===== config.mk =====
export PLATFORM = sky130hd
export DESIGN_NAME = conway_fb_reader
export DESIGN_NICKNAME = d
export VERILOG_FILES = /design/src/rtl/conway_pkg.sv /design/src/rtl/conway_word_fifo.sv /design/src/rtl/conway_fb_reader.sv
export SDC_FILE = /design/constraint.sdc
export NUM_CORES = 1
export LEC_CHECK = 0
export ABC_AREA = 1
export CORE_MARGIN = 3
export CORE_UTILIZATION = 45
export CTS_CLUSTER_DIAMETER = 120
export DETAILED_ROUTE_END_ITERATION = 12
export SLEW_MARGIN = 20
export SYNTH_ARGS = -nofsm -noshare
export SYNTH_HDL_FRONTEND = slang
export SYNTH_HIERARCHICAL = 1
export SYNTH_SLANG_ARGS = --single-unit

===== constraint.sdc =====
create_clock -name clk -period 4.7 [get_ports clk]
set_clock_uncertainty 0.15 [all_clocks]
set_input_delay 1.175 -clock clk [delete_from_list [all_inputs] [get_ports clk]]
set_output_delay 1.175 -clock clk [all_outputs]
set_load 0.01 [all_outputs]

===== src/rtl/conway_pkg.sv =====
// Shared Conway frame-buffer geometry, cell-word type and display-fetch states.
package conway_pkg;

  localparam int unsigned CELL_WORD_W   = 20;
  localparam int unsigned WORDS_PER_ROW = 64;
  localparam int unsigned GRID_ROWS     = 1024;
  localparam int unsigned FB_ADDR_W     = 16;

  typedef logic [CELL_WORD_W-1:0] cell_word_t;

  typedef enum logic [1:0] {
    FB_IDLE  = 2'd0,
    FB_FETCH = 2'd1,
    FB_DONE  = 2'd2
  } fb_state_e;

endpackage


===== src/rtl/conway_word_fifo.sv =====
// Small synchronous word FIFO with flush; head_c is the combinational read of the oldest entry.
module conway_word_fifo #(
  parameter int unsigned W     = 20,
  parameter int unsigned DEPTH = 4,
  localparam int unsigned CNT_W = $clog2(DEPTH) + 1
) (
  input  logic             clk,
  input  logic             reset_n,
  input  logic             push_i,
  input  logic             pop_i,
  input  logic             flush_i,
  input  logic [W-1:0]     wdata_i,
  output logic [W-1:0]     head_c,
  output logic [CNT_W-1:0] count_o
);

  localparam int unsigned PTR_W = $clog2(DEPTH);

  logic [W-1:0]     mem_q [DEPTH];
  logic [PTR_W-1:0] wr_q;
  logic [PTR_W-1:0] rd_q;
  logic [CNT_W-1:0] cnt_q;

  // Pointer/count bookkeeping; a push and pop together leave the count unchanged.
  always_ff @(posedge clk or negedge reset_n) begin
    if (!reset_n) begin
      wr_q  <= '0;
      rd_q  <= '0;
      cnt_q <= '0;
    end else if (flush_i) begin
      wr_q  <= '0;
      rd_q  <= '0;
      cnt_q <= '0;
    end else begin
      if (push_i) wr_q <= wr_q + PTR_W'(1);
      if (pop_i)  rd_q <= rd_q + PTR_W'(1);
      cnt_q <= cnt_q + CNT_W'(push_i) - CNT_W'(pop_i);
    end
  end

  always_ff @(posedge clk) begin
    if (push_i && !flush_i) mem_q[wr_q] <= wdata_i;
  end

  assign head_c  = mem_q[rd_q];
  assign count_o = cnt_q;

endmodule


===== src/rtl/conway_fb_reader.sv =====
// Display-side reader of the Conway frame buffer: prefetches words and serialises them LSB-first as pixels.
// Optional CONWAY_FB_READER_STATS_EN adds a saturating underflow_cnt output.
module conway_fb_reader
  import conway_pkg::*;
#(
  parameter int unsigned WORD_W     = CELL_WORD_W,
  parameter int unsigned ADDR_W     = FB_ADDR_W,
  parameter int unsigned RD_LAT     = 1,
  parameter int unsigned FIFO_DEPTH = 4
) (
  input  logic              clk,
  input  logic              reset_n,
  input  logic              frame_start,
  input  logic              vblank,
  input  logic              pix_req,
  output logic [ADDR_W-1:0] address_b,
  output logic              read_b,
  input  logic              wait_request,
  input  logic [WORD_W-1:0] q_b,
  output logic              ready_sig,
  output logic              pixel,
  output logic              pixel_valid,
  output logic              underflow
`ifdef CONWAY_FB_READER_STATS_EN
  ,
  output logic [15:0]       underflow_cnt
`endif
);

  localparam int unsigned CNT_W = $clog2(FIFO_DEPTH) + 1;
  localparam int unsigned SUM_W = CNT_W + 1;
  localparam int unsigned BIT_W = $clog2(WORD_W);
  localparam logic [ADDR_W-1:0] LAST_ADDR = '1;
  localparam logic [CNT_W-1:0]  DROP_SAT  = CNT_W'(3);

  fb_state_e         state_q, state_d;
  logic [ADDR_W-1:0] addr_q, addr_d;
  logic              read_q, read_d;
  logic              ready_q, ready_d;
  logic              pixel_q, pixel_d;
  logic              pvalid_q, pvalid_d;
  logic              uflow_q, uflow_d;
  logic [BIT_W-1:0]  bit_q, bit_d;
  logic [CNT_W-1:0]  drop_q, drop_d;
  logic [CNT_W-1:0]  inflight_q, inflight_d;
  logic [RD_LAT-1:0] pipe_q, pipe_d;

  logic              accept, ret, req, wrap, fifo_empty;
  logic              push, pop, flush;
  logic [CNT_W-1:0]  drop_eff;
  logic [CNT_W-1:0]  fifo_count, fifo_count_d;
  logic [WORD_W-1:0] fifo_head;

  conway_word_fifo #(.W(WORD_W), .DEPTH(FIFO_DEPTH)) u_fifo (
    .clk     (clk),
    .reset_n (reset_n),
    .push_i  (push),
    .pop_i   (pop),
    .flush_i (flush),
    .wdata_i (q_b),
    .head_c  (fifo_head),
    .count_o (fifo_count)
  );

  always_comb begin
    state_d    = state_q;
    addr_d     = addr_q;
    read_d     = 1'b0;
    ready_d    = 1'b0;
    pixel_d    = 1'b0;
    pvalid_d   = 1'b0;
    uflow_d    = 1'b0;
    bit_d      = bit_q;
    push       = 1'b0;
    pop        = 1'b0;
    flush      = 1'b0;
    accept     = read_q & ~wait_request;
    ret        = pipe_q[RD_LAT-1];
    fifo_empty = (fifo_count == '0);
    req        = pix_req & ~frame_start;
    wrap       = req && (bit_q == BIT_W'(WORD_W - 1));

    // Return tracker: one bit per accepted read, emerging when q_b is valid.
    pipe_d[0] = accept;
    for (int i = 1; i < RD_LAT; i++) pipe_d[i] = pipe_q[i-1];
    inflight_d = inflight_q + CNT_W'(accept) - CNT_W'(ret);

    if (req) begin
      pvalid_d = 1'b1;
      uflow_d  = fifo_empty;
      pixel_d  = ~fifo_empty & fifo_head[bit_q];
      bit_d    = wrap ? '0 : bit_q + BIT_W'(1);
    end
    pop = wrap & ~fifo_empty;

    // A slot that ended with no word owes one late word; discard it when it lands.
    drop_eff = drop_q;
    if (wrap && fifo_empty && (drop_q < DROP_SAT)) drop_eff = drop_q + CNT_W'(1);
    if (ret) begin
      if (drop_eff != '0) drop_eff = drop_eff - CNT_W'(1);
      else                push     = 1'b1;
    end
    drop_d = drop_eff;

    unique case (state_q)
      FB_FETCH: begin
        if (accept) begin
          if (addr_q == LAST_ADDR) state_d = FB_DONE;
          else                     addr_d  = addr_q + ADDR_W'(1);
        end
      end
      FB_DONE: ready_d = vblank && (inflight_q == '0);
      default: ;
    endcase

    if (frame_start) begin
      state_d = FB_FETCH;
      addr_d  = '0;
      flush   = 1'b1;
      push    = 1'b0;
      pop     = 1'b0;
      bit_d   = '0;
      drop_d  = inflight_d;
      ready_d = 1'b0;
    end

    fifo_count_d = flush ? '0 : fifo_count + CNT_W'(push) - CNT_W'(pop);
    read_d = (state_d == FB_FETCH) &&
             ((SUM_W'(fifo_count_d) + SUM_W'(inflight_d)) < SUM_W'(FIFO_DEPTH));
  end

  always_ff @(posedge clk or negedge reset_n) begin
    if (!reset_n) begin
      state_q    <= FB_IDLE;
      addr_q     <= '0;
      read_q     <= 1'b0;
      ready_q    <= 1'b0;
      pixel_q    <= 1'b0;
      pvalid_q   <= 1'b0;
      uflow_q    <= 1'b0;
      bit_q      <= '0;
      drop_q     <= '0;
      inflight_q <= '0;
      pipe_q     <= '0;
    end else begin
      state_q    <= state_d;
      addr_q     <= addr_d;
      read_q     <= read_d;
      ready_q    <= ready_d;
      pixel_q    <= pixel_d;
      pvalid_q   <= pvalid_d;
      uflow_q    <= uflow_d;
      bit_q      <= bit_d;
      drop_q     <= drop_d;
      inflight_q <= inflight_d;
      pipe_q     <= pipe_d;
    end
  end

  assign address_b   = addr_q;
  assign read_b      = read_q;
  assign ready_sig   = ready_q;
  assign pixel       = pixel_q;
  assign pixel_valid = pvalid_q;
  assign underflow   = uflow_q;

`ifdef CONWAY_FB_READER_STATS_EN
  logic [15:0] uf_cnt_q;

  always_ff @(posedge clk or negedge reset_n) begin
    if (!reset_n)                                uf_cnt_q <= '0;
    else if (uflow_q && (uf_cnt_q != 16'hFFFF)) uf_cnt_q <= uf_cnt_q + 16'd1;
  end

  assign underflow_cnt = uf_cnt_q;
`endif

endmodule


==> metrics.cfg <==
[status]
status=complete, no violations

[global_route]
antenna_found_initial=0
grt_pass1_wl_mm=19.4
grt_max_degree=58
grt-ovfl-total=0
grtUsageTotal_pct=17.1
grt_pass1_vias=3997

[synthesis]
synth_compound_area_share_pct=8.15
avgSynthCellArea_sq_um=9.94
synth_nets=645
async_flop_share_pct=34.4
synthTopCellsByCount=145 x nand2_1, 93 x inv_1, 80 x edfxtp_1, 47 x nor2_1, 42 x dfrtp_1
yosysMostFrequentCell=nand2_1
synthMuxAreaShare_pct=0
synth_cell_types=36
synthTopCellsByArea=edfxtp_1 40%, dfrtp_1 18%, nand2_1 9.1%
synthAdderAreaFrac_pct=4.58
synthFlopType=edfxtp_1
yosys.area.top_type=edfxtp_1
synth_top_family_by_area=simple AND/OR/NAND/NOR gates
yosysWarnings=6
synth_edf_count=80
ys_ff_latch=122
synth_top_area_share_pct=40.3
syn_area_sq_um=5960
synth-simple-area-share_pct=18.0
yosysSeqAreaShare_pct=58.0
synth-xor-area-share_pct=2.65
netlist_instances=599

[critical_path]
startpoint_type=primary input
end_kind=register
startpoint=frame_start
path_cells=clkdlybuf4s50_1, inv_2, nand2_1, nor2_2, nand2_1, nand2_1, o21ai_1, ha_1, nand4_1, nor2_1, ha_1, fa_1, xor2_1, nor2_1, ha_1, or3_1, a41oi_1, nand2_1, nor2_1
cpLargestDelayFamily=simple AND/OR/NAND/NOR gates
crit_type=primary input to register
required_ps=4890
cp_slowest_stage_delay_ps=440
rr_startpoint=bit_q[0]
crit_slowest_cell=clkdlybuf4s50_1
path_common_cell=nand2_1
worstPathMaxFanout=4
arrival_ps=4440
crit_buf_inv=2

[timing]
period_needed_ps=4250
slew_headroom_pct=35.5
setup_viol=0
worst_pin_slew_ps=968
period_share_pct=90.4
fin_tns_setup_ps=0
slew_viol_final=0
rsz0062_at_grt=false
hold_viol_final=0
fmax_ghz=0.235

[floorplan]
start_util_pct=46.6
rows=41
fp.dieW_microns=121
coreArea_sq_um=12800
die_h_microns=121
dieArea_sq_um=14700
ios=47

[route]
dr.pass1.iters=4
dr_wl_met3_microns=379
antenna_left=0
viasPerCell=4.99
routed_wirelength_mm=11.8
num_vias=4185
wl_met1_mm=5.66
wl_met2_mm=5.53
drtIter0Drc=178
drc=0
top_layer_used=met4
wl_per_cell_microns=14.0

[min_path]
worstHoldStart=state_q[0]
worst_hold_path_type=register to register

[power]
p_total_mw=2.97
ir_drop_mv=0.202
powerDensity_nw_per_um2=414
leakagePower_nw=3.06

[cts]
cts_root_buf=clkbuf_16
clock_latency_ps=410
h-tree-depth=4
cts_buffer_depth=2
numCtsBuffers=17
cts_tree=built
cts_setup_buffers=0
cts.sinks=122
postCtsResizedCells=0
clkTransAtPathRegs_ps=50
hold_buffers=0

[placed_design]
post-dp-hpwl_mm=7.64
gp_congestion=0.841
io_buffers=46

[final_layout]
syn_to_final_growth_pct=20.6
antenna_cells=0
nNetsFinal=700
drive_gt1_share_pct=9.45

[job]
cap_violations=0

## layer usage
layer	global-route usage (%)	up-vias
met1	23.0	2013
met5	0	-
li1	-	2093
met3	4.34	14
met2	26.7	65
met4	6.59	0
## per-stage QoR
step	setup WS (ps)	std cells	hold slack, ps	utilization, %	area [sq um]
after floorplan	731	599	302	-	5960
after global routing	170	839	382	56.2	7180
final	452	839	345	56.2	7180
after global placement	174	807	332	51.3	6560
after CTS	458	839	345	56.2	7180
after detailed placement	36.2	807	341	51.3	6560
## area by class of cell
cell class | instances | area [sq um]
fill | 1145 | 5590
inverter | 96 | 360
tap | 172 | 215
sequential | 122 | 3450
multi-input combinational | 361 | 2000
timing repair buffer | 56 | 531
clock buffer | 18 | 429
clock inverter | 14 | 195
## logic make-up (layout without fill, tap and decap cells)
group / Yosys count / in the layout
DFF: 122 / 122
xor gates and xnor gates: 18 / 18
AOI/OAI and AO/OA: 71 / 71
and+or+nand+nor: 252 / 252
adders and majority gates: 20 / 20
buffers and inverters: 116 / 184
## worst paths after layout
check | end | slack (ps) | depth (start not counted)
min in group asynchronous | inflight_q[1] | 770 | 1
worst min-delay path | ready_sig | 350 | 1
worst max-delay path | read_b | 450 | 19
worst min register to register | ready_sig | 350 | 1
worst max register to register | read_b | 910 | 22
max in group asynchronous | address_b[10] | 3030 | 1
## flip-flops by register name (all words and copies together), names as in the netlist
signal          count
u_fifo/mem_q       80
address_b          16
bit_q               5
drop_q              3
inflight_q          3
u_fifo/count_o      3
state_q             2
u_fifo/rd_q         2
u_fifo/wr_q         2
pipe_q              1
pixel               1
pixel_valid         1
read_b              1
ready_sig           1
underflow           1
## layout by cell type, fill, tap and decap left out, drive strengths merged
cell type,n
xor2,11
buf,11
nor3,4
xnor2,7
o22ai,4
o31ai,7
dfrtp,42
clkdlybuf4s50,45
or2,4
clkinvlp,4
clkbuf,18
bufinv,4
nand2,147
nor3b,1
a21oi,6
clkinv,4
nand4,5
nand3,38
edfxtp,80
or3,1
o211ai,40
fa,3
a41oi,1
ha,17
nor2,51
inv,98
o21ai,13
nor4,1
## report_power, final
part | switching, mW | total [mW] | internal, mW
combinational | 0.229 | 0.386 | 0.157
sequential | 0.0359 | 1.23 | 1.20
clock | 0.465 | 1.35 | 0.888
No activity file was read; power rests on OpenSTA's default activity.
